--- config.mk ---
export PLATFORM = sky130hd
export DESIGN_NAME = input_conditioner
export DESIGN_NICKNAME = d
export VERILOG_FILES = /design/src/rtl/input_conditioner.sv
export SDC_FILE = /design/constraint.sdc
export NUM_CORES = 1
export LEC_CHECK = 0
export ABC_AREA = 1
export BUFFER_PORTS_ARGS = -buffer_cell sky130_fd_sc_hd__buf_2
export CORE_UTILIZATION = 60
export CTS_CLUSTER_DIAMETER = 150
export CTS_CLUSTER_SIZE = 30
export DETAILED_ROUTE_END_ITERATION = 16
export HOLD_SLACK_MARGIN = 0.12
export PLACE_DENSITY = 0.77
export SLEW_MARGIN = 20
export SYNTH_ARGS = -nofsm -noshare
export SYNTH_HDL_FRONTEND = slang
export SYNTH_SLANG_ARGS = --single-unit
--- constraint.sdc ---
create_clock -name clk -period 10.15 [get_ports clk]
set_input_delay 1.015 -clock clk [delete_from_list [all_inputs] [get_ports clk]]
set_output_delay 1.015 -clock clk [all_outputs]
set_load 0.005 [all_outputs]
--- src/rtl/input_conditioner.sv ---
// Switch/hold-button front end: 2-flop synchronisers, per-channel counting
// debouncers, and a hold-button press detector that toggles the retain level.
module input_conditioner #(
  parameter int N               = 8,
  parameter int DEBOUNCE_CYCLES = 1000000,
  parameter int CNT_W           = $clog2(DEBOUNCE_CYCLES)
) (
  input  logic         clk,
  input  logic         reset,
  input  logic [N-1:0] switches_raw,
  input  logic         hold_btn_raw,
  output logic [N-1:0] switches_clean,
  output logic         retain,
  output logic         hold_pressed
);

  // Channel N is the hold button; channels 0..N-1 are the switches.
  localparam int CH = N + 1;
  localparam logic [CNT_W-1:0] CNT_MAX = CNT_W'(DEBOUNCE_CYCLES - 1);

  logic [CH-1:0] sync_p0;
  logic [CH-1:0] sync_p1;
  logic [CH-1:0] stable_p2;
  logic          btn_prev;
  logic          btn_rise;

  // Stage p0/p1: two-flop synchroniser, the only path from the raw pins.
  always_ff @(posedge clk or posedge reset) begin
    if (reset) begin
      sync_p0 <= '0;
      sync_p1 <= '0;
    end else begin
      sync_p0 <= {hold_btn_raw, switches_raw};
      sync_p1 <= sync_p0;
    end
  end

  // Stage p2: a level is accepted only after DEBOUNCE_CYCLES straight mismatches.
  for (genvar i = 0; i < CH; i++) begin : g_debounce
    logic [CNT_W-1:0] cnt;

    always_ff @(posedge clk or posedge reset) begin
      if (reset) begin
        cnt          <= '0;
        stable_p2[i] <= 1'b0;
      end else if (sync_p1[i] == stable_p2[i]) begin
        cnt <= '0;
      end else if (cnt == CNT_MAX) begin
        cnt          <= '0;
        stable_p2[i] <= sync_p1[i];
      end else begin
        cnt <= cnt + CNT_W'(1);
      end
    end
  end

  assign btn_rise = stable_p2[N] & ~btn_prev;

  // Stage p3: press detection; only the debounced rising edge toggles retain.
  always_ff @(posedge clk or posedge reset) begin
    if (reset) begin
      btn_prev     <= 1'b0;
      hold_pressed <= 1'b0;
      retain       <= 1'b0;
    end else begin
      btn_prev     <= stable_p2[N];
      hold_pressed <= btn_rise;
      if (btn_rise) retain <= ~retain;
    end
  end

  assign switches_clean = stable_p2[N-1:0];

endmodule

# ---- Word-level counts from Yosys, hierarchy flattened
# Cells that the tools add are included.
dict set report classes {
  reduce_logical 9
  add_sub_neg 9
  eq_ne 18
  muxes 18
  bitwise_logic 12
}
# cell count
set op_table {}
lappend op_table {{$mux W20} 18}
lappend op_table {{$add A20 B1 Y20 const B} 9}
lappend op_table {{$eq A20 B20 Y1 const B} 9}
lappend op_table {{$reduce_and A2 Y1} 9}
lappend op_table {{$not A1 Y1} 11}
lappend op_table {{$eq A1 B1 Y1} 9}
lappend op_table {{$and A1 B1 Y1} 1}
dict set report word_totals {
  input_bits 11
  wordCells 89
  register_bits 210
}

# ---- Depth between registers and ports, before layout
# Gate-level depths: netlist of run 1.
dict set report logic_depth {
  depth_word 3
  ltp_mapped 9
}

# ---- Worst setup path after synthesis of run 1
# OpenSTA, ideal clock, no wires.
dict set report synth_timing {
  kind {register -> output}
  start {register stable_p2[2] (netlist: switches_clean[2])}
  end {output switches_clean[2]}
  slack_ps 8599
  required_ps 9135
  arrival_time_ps 536
  path_buffers 1
  stages_incl_launch_ff 2
  path_cell_list {dfrtp_1 buf_4}
}
# element line
set synth_lines {}
lappend synth_lines {{start: declaration} 23} ;# logic [CH-1:0] stable_p2;
lappend synth_lines {{start signal: indexed assignment} 50} ;# stable_p2[i] <= sync_p1[i];
lappend synth_lines {{end: declaration} 12} ;# output logic [N-1:0] switches_clean,
# No word-level cell between the ends.

==> flow_summary.json, run 1 <==
{
  "grt_pass1_vias": 8301,
  "cts_tree": "done",
  "cts_root_buf": "clkbuf_16",
  "clock_latency_ns": 0.46,
  "synth_area_leaders": "dfrtp_1, nor2_1, nand2_1, nand3_1, inv_1",
  "die_h_um": 139,
  "synth_seq_cells": 210,
  "synth_nets": 1469,
  "drc": 0,
  "final-setup-viol-count": 0,
  "groute.usage.overall": 0.222,
  "coreArea_um2": 18100,
  "critical_path_class": "primary input to async pin",
  "fp-row-count": 49,
  "ff2ff_setup_slack_ns": 8.55,
  "rsz0062_at_grt": "no",
  "timing.setup.tns_ns": 0,
  "period_minus_slack_ns": 2.08,
  "cap_violations": 0,
  "synth_top_area_share": 0.470,
  "routedWlPerCell_um": 12.1,
  "first_pass_iters": 5,
  "final_antenna_net_count": 0,
  "drtIter0Drc": 449,
  "synth_top_area_cell": "dfrtp_1",
  "dieWidth_um": 139,
  "cp_num_buf_inv": 3,
  "fin_crit_sh": 0.205,
  "worstMarginPinSlew_ns": 0.934,
  "postSynthAreaPerCell_um2": 7.72,
  "cts_setup_buffers": 0,
  "cellLeakagePower_nw": 5.14,
  "final_layout_size_suffix_gt1_frac": 0.0702,
  "crit_path_end": "g_debounce[4].cnt[17]$_DFF_PP0_",
  "finClkSkew_ns": 0.0125,
  "syn_inst": 1449,
  "clk_path_buf_depth": 3,
  "grt_max_degree": 141,
  "end_kind": "async pin",
  "place.port_buffers": 20,
  "relSlewSlack": 0.377,
  "nNetsFinal": 1489,
  "die_area_um2": 19200,
  "p_per_area_nw_per_um2": 114,
  "pin_count": 21,
  "crit_cells": 3,
  "timing.rr.end": "g_debounce[1].cnt[6]$_DFF_PP0_",
  "startpoint": "reset",
  "syn_area_um2": 11200,
  "worstPathArrival_ns": 2.58,
  "slew_violations": 0,
  "fmax_mhz": 482,
  "antenna_found_initial": 0,
  "status": "completed",
  "grt_pass1_wl_mm": 36.4,
  "finalHoldViolCount": 0,
  "cp_max_fo": 140,
  "gp_congestion": 0.892,
  "ir_worst_vdd_v": 0.000124,
  "hold_slack_ns": 0.359,
  "fillers": 1516,
  "yosysSeqAreaShare": 0.470,
  "path_delay_family": "buffers and inverters",
  "ctsResizeCount": 0,
  "crit_path_top_delay_cell": "buf_4",
  "start_kind": "primary input",
  "cts_buffers": 10,
  "clkTransAtPathRegs_ns": 0.10,
  "cp_cell_sequence": "buf_2 -> inv_8 -> buf_4",
  "initial_core_util": 0.618,
  "hold_buffers": 0,
  "cts_max_level": 1,
  "vias_per_cell": 5.24,
  "grt-ovfl-total": 0,
  "vias": 8891,
  "critPathMaxStageDelay_ns": 0.81,
  "num_antenna_cells": 0,
  "synth.distinct_cells": 30,
  "cts.sinks": 210,
  "area_growth_pct": 5.29,
  "yosysWarnings": 0,
  "power_mw": 1.35,
  "hp-class": "register to register",
  "reg2reg_from": "g_debounce[1].cnt[0]$_DFF_PP0_",
  "place.detailed.hpwl_mm": 15.1,
  "drt-total-wl_mm": 20.6,
  "required_ns": 10.65,
  "reg2regPathDepth": 6
}
[Yosys cell counts]
cell type	count
nand2_1	256
o21ai_1	9
nand2_2	15
inv_1	140
ha_1	9
a21oi_1	26
and2_1	6
dfrtp_1	210
nor4_1	3
nor3_1	24
o21bai_1	2
inv_2	7
nor3b_1	5
nor3_2	1
nand3b_1	7
nand3_2	10
nor2_4	7
nor2_1	385
nor3b_2	1
nor3_4	2
xor2_1	60
nand4_1	13
buf_2	5
nand3_1	168
nor2_2	18
o21ai_0	13
xnor2_1	30
buf_4	8
or2_2	5
xor2_2	4
[worst min path at each step]
stage                               from                   end  slack (ns)  depth (start not counted)
CTS                 sync_p0[6]$_DFF_PP0_  sync_p1[6]$_DFF_PP0_        0.36                          0
finish              sync_p0[4]$_DFF_PP0_  sync_p1[4]$_DFF_PP0_        0.36                          0
global placement    sync_p0[7]$_DFF_PP0_  sync_p1[7]$_DFF_PP0_        0.33                          0
floorplan           sync_p0[0]$_DFF_PP0_  sync_p1[0]$_DFF_PP0_        0.33                          0
global route        sync_p0[6]$_DFF_PP0_  sync_p1[6]$_DFF_PP0_        0.37                          0
detailed placement  sync_p0[6]$_DFF_PP0_  sync_p1[6]$_DFF_PP0_        0.33                          0
[cell families after synthesis]
kind of cell | after synthesis | share of synthesized area
simple gates | 926 | 0.364
flops | 210 | 0.470
buf+inv | 160 | 0.0570
xor+xnor | 94 | 0.0763
compound gates | 50 | 0.0228
fa+ha+maj | 9 | 0.0101
[power breakdown]
| part | switching, mW | internal (mW) |
|---|---|---|
| clock | 0.241 | 0.195 |
| combinational | 0.0389 | 0.0140 |
| sequential | 0.00857 | 0.848 |
[per-layer routing]
metal | vias up | share of wire | GRT usage
li1 | 4588 | - | -
met1 | 4144 | 0.49 | 0.313
met2 | 136 | 0.47 | 0.378
met3 | 23 | 0.030 | 0.0211
met4 | 0 | 0.013 | 0.0432
met5 | - | 0 | 0
[cell type report]
type                       instances  area (um2)  share of cell area
tap                              229         287              0.0243
timing repair buffer              21         108             0.00914
clock buffer                      11         275              0.0234
sequential                       210        5260               0.446
inverter                         147         559              0.0475
multi-input combinational       1079        5290               0.449
[placed cells by master, fill, tap and decap left out]
master | netlist | layout
nor3_2 | 1 | 1
nand3b_1 | 7 | 7
nor2_1 | 385 | 385
nor3b_1 | 5 | 5
nand2_2 | 15 | 15
ha_1 | 9 | 9
nor2_4 | 7 | 7
xor2_2 | 4 | 4
o21ai_0 | 13 | 13
clkbuf_16 | 0 | 11
dfrtp_1 | 210 | 210
nand3_2 | 10 | 10
o21bai_1 | 2 | 2
nor3_4 | 2 | 2
nor3b_2 | 1 | 1
o21ai_1 | 9 | 9
nand4_1 | 13 | 13
and2_1 | 6 | 6
xor2_1 | 60 | 60
nor4_1 | 3 | 3
inv_2 | 7 | 7
nand2_1 | 256 | 256
inv_1 | 140 | 139
buf_2 | 5 | 20
inv_8 | 0 | 1
xnor2_1 | 30 | 30
nor2_2 | 18 | 18
nor3_1 | 24 | 24
nand3_1 | 168 | 168
or2_2 | 5 | 5
buf_4 | 8 | 1
a21oi_1 | 26 | 26
[per-stage QoR]
step	worst slack, ns	utilization	cells	instance area [um2]
after floorplan	3.40	-	1449	11200
after global placement	7.39	0.636	1686	11500
after detailed placement	7.37	0.636	1686	11500
after CTS	7.87	0.651	1697	11800
after global routing	7.68	0.651	1697	11800
final	8.07	0.651	1697	11800
[registers in the layout (all words and copies together), names as in the netlist]
name,flops
stable_p2,1
sync_p0,9
g_debounce.cnt,180
sync_p1,9
switches_clean,8
btn_prev,1
hold_pressed,1
retain,1
No activity file was read; power rests on OpenSTA's default activity.
==> run 2, diff against run 1 <==
--- a/config.mk
+++ b/config.mk
@@ -7,12 +7,12 @@
 export LEC_CHECK = 0
 export ABC_AREA = 1
 export BUFFER_PORTS_ARGS = -buffer_cell sky130_fd_sc_hd__buf_2
-export CORE_UTILIZATION = 60
+export CORE_UTILIZATION = 57
 export CTS_CLUSTER_DIAMETER = 150
 export CTS_CLUSTER_SIZE = 30
 export DETAILED_ROUTE_END_ITERATION = 16
 export HOLD_SLACK_MARGIN = 0.12
-export PLACE_DENSITY = 0.77
+export PLACE_DENSITY = 0.76
 export SLEW_MARGIN = 20
 export SYNTH_ARGS = -nofsm -noshare
 export SYNTH_HDL_FRONTEND = slang
==> constraint.sdc (replaced) <==
create_clock -name clk -period 1.7 [get_ports clk]
set_input_delay 0.17 -clock clk [delete_from_list [all_inputs] [get_ports clk]]
set_output_delay 0.17 -clock clk [all_outputs]
set_load 0.005 [all_outputs]
==> run 2 against run 1 <==
Clock skew is 0.0012 ns lower. Via count rose by 1.3%. Worst hold slack worse by 0.023 ns. Critical endpoint is now g_debounce[0].cnt[9]$_DFF_PP0_. Worst setup slack worse by 7.9 ns. Global-route usage down 0.12 points. Largest power group unchanged. Clock-buffer cell count is the same. Sequential share of layout area down 0.91 points. Critical path depth up 3. Combinational power rose to 6.7 times the previous value. Critical path type is now register to register. Sequential cell count stayed put. Sequential power increased to 6.0 times the previous value.
==> flow_summary.json, run 2 (synthesis gave the netlist of run 1 again) <==
{
  "vias": 9007,
  "antenna_found_initial": 0,
  "fillers": 1634,
  "drt-total-wl_mm": 21.0,
  "postLayoutCellArea_um2": 12000,
  "coreArea_um2": 19000,
  "cts_setup_buffers": 0,
  "hold-path-cell-count": 2,
  "cp_max_fo": 6,
  "nNetsFinal": 1510,
  "drc": 0,
  "finalHoldViolCount": 0,
  "timing.rr.end": "g_debounce[0].cnt[9]$_DFF_PP0_",
  "most-common-layout-cells": "nor2_1, nand2_1, dfrtp_1",
  "largest_reg_flops": 180,
  "utilization": 0.634,
  "clk_path_buf_depth": 3,
  "reg2reg_from": "g_debounce[0].cnt[0]$_DFF_PP0_",
  "slew_violations": 0,
  "die_area_um2": 20200,
  "cts.sinks": 210,
  "period_minus_slack_ns": 1.52,
  "final_antenna_net_count": 0,
  "multi_input_area_um2": 5290,
  "vias_per_cell": 5.15,
  "dieWidth_um": 142,
  "drtIter0Drc": 451,
  "routedWlPerCell_um": 12.0,
  "grt-ovfl-total": 0,
  "area_growth_pct": 7.49,
  "cts_root_buf": "clkbuf_16",
  "netSwitchingPower_mw": 1.75,
  "min-delay-start": "switches_raw[0]",
  "worstPathArrival_ns": 1.88,
  "hp-class": "primary input to register",
  "hold_slack_ns": 0.336,
  "internal_power_mw": 6.35,
  "clkPwrFrac": 0.325,
  "min_to": "sync_p0[0]$_DFF_PP0_",
  "grt_max_degree": 76,
  "placed_area_um2": 11600,
  "final_common_cell": "nor2_1",
  "end_kind": "register",
  "start_kind": "register",
  "pin_count": 21,
  "finClkSkew_ns": 0.0112,
  "relSlewSlack": 0.625,
  "groute.usage.overall": 0.221,
  "ir_worst_vdd_v": 0.000534,
  "reg.largest.list": "g_debounce.cnt x180, sync_p0 x9, sync_p1 x9",
  "clock_latency_ns": 0.47,
  "critical_path_class": "register to register",
  "cap_violations": 0,
  "cts_buffers": 10,
  "cts_tree": "done",
  "pwr-share-seq": 0.631,
  "num_antenna_cells": 0,
  "final-setup-viol-count": 0,
  "status": "completed",
  "place.port_buffers": 20,
  "die_h_um": 142,
  "cts_max_level": 1,
  "cellLeakagePower_nw": 5.24,
  "ff_latch_area_um2": 5260,
  "rsz0062_at_grt": "no",
  "fp-row-count": 50,
  "gp_congestion": 0.938,
  "fin_crit_sh": 0.894,
  "worstMarginPinSlew_ns": 0.562,
  "grt_pass1_vias": 8474,
  "top_register": "g_debounce.cnt",
  "ff2ff_setup_slack_ns": 0.18,
  "final_layout_size_suffix_gt1_frac": 0.0772,
  "p_per_area_nw_per_um2": 674,
  "fmax_mhz": 658,
  "grt_pass1_wl_mm": 37.3,
  "clkTransAtPathRegs_ns": 0.11,
  "required_ns": 2.06,
  "p_sw_frac": 0.216,
  "place.detailed.hpwl_mm": 15.6,
  "power_mw": 8.10,
  "initial_core_util": 0.590,
  "pwr-share-comb": 0.044,
  "timing.setup.tns_ns": 0,
  "first_pass_iters": 5,
  "reg2regPathDepth": 6
}
==> run 2: per-stage QoR <==
step	instances	worst slack (ns)
floorplan	1449	-1.20
global placement	1728	0.249
detailed placement	1728	0.192
CTS	1749	0.163
global route	1749	0.0189
finish	1749	0.180
==> run 2: layout make-up <==
type                    instances  area share
clock buffers                  11      0.0229
inverters                     147      0.0462
multi-input cells            1079       0.440
flip-flops and latches        210       0.437
well taps                     260      0.0271
repair buffers                 42      0.0262
==> run 2: worst max-delay path by stage <==
stage	endpoint	slack, ns	startpoint	depth (start not counted)
floorplan	btn_prev$_DFF_PP0_	-1.20	reset	1
global placement	g_debounce[7].cnt[9]$_DFF_PP0_	0.25	g_debounce[7].cnt[0]$_DFF_PP0_	6
detailed placement	g_debounce[1].cnt[0]$_DFF_PP0_	0.19	g_debounce[1].cnt[0]$_DFF_PP0_	6
CTS	g_debounce[7].cnt[9]$_DFF_PP0_	0.16	g_debounce[7].cnt[0]$_DFF_PP0_	6
global route	g_debounce[7].cnt[1]$_DFF_PP0_	0.02	g_debounce[7].cnt[0]$_DFF_PP0_	6
finish	g_debounce[0].cnt[9]$_DFF_PP0_	0.18	g_debounce[0].cnt[0]$_DFF_PP0_	6
==> run 2: worst max-delay path, stage by stage (launching register included) <==
cell and delay [ns]:
dfrtp_1 0.39, ha_1 0.19, nand3_1 0.17, nor2_2 0.22, nand3_2 0.16, nand2_1 0.20, nor2_1 0.08
==> run 2: what timing repair did <==
action | 4_1_cts | 5_1_grt
endpoints found under the hold margin | 219 | 0
gates resized for setup | 0 | 1
hold buffers | 10 | 0
endpoints found under the setup margin | 0 | 5
==> run 2: power groups by stage <==
stage | clock network (mW) | registers, mW | logic [mW]
floorplan | 0 | 5.21 | 0.246
global placement | 0 | 5.21 | 0.341
detailed placement | 0 | 5.21 | 0.350
CTS | 2.74 | 5.12 | 0.369
global route | 2.91 | 5.13 | 0.416
finish | 2.63 | 5.12 | 0.353
==> run 2: per-layer routing <==
metal | track usage | share of wire | vias up
met2 | 0.369 | 0.46 | 155
met5 | 0 | 0 | -
li1 | - | - | 4634
met1 | 0.319 | 0.49 | 4201
met4 | 0.0351 | 0.0089 | 0
met3 | 0.0212 | 0.035 | 17
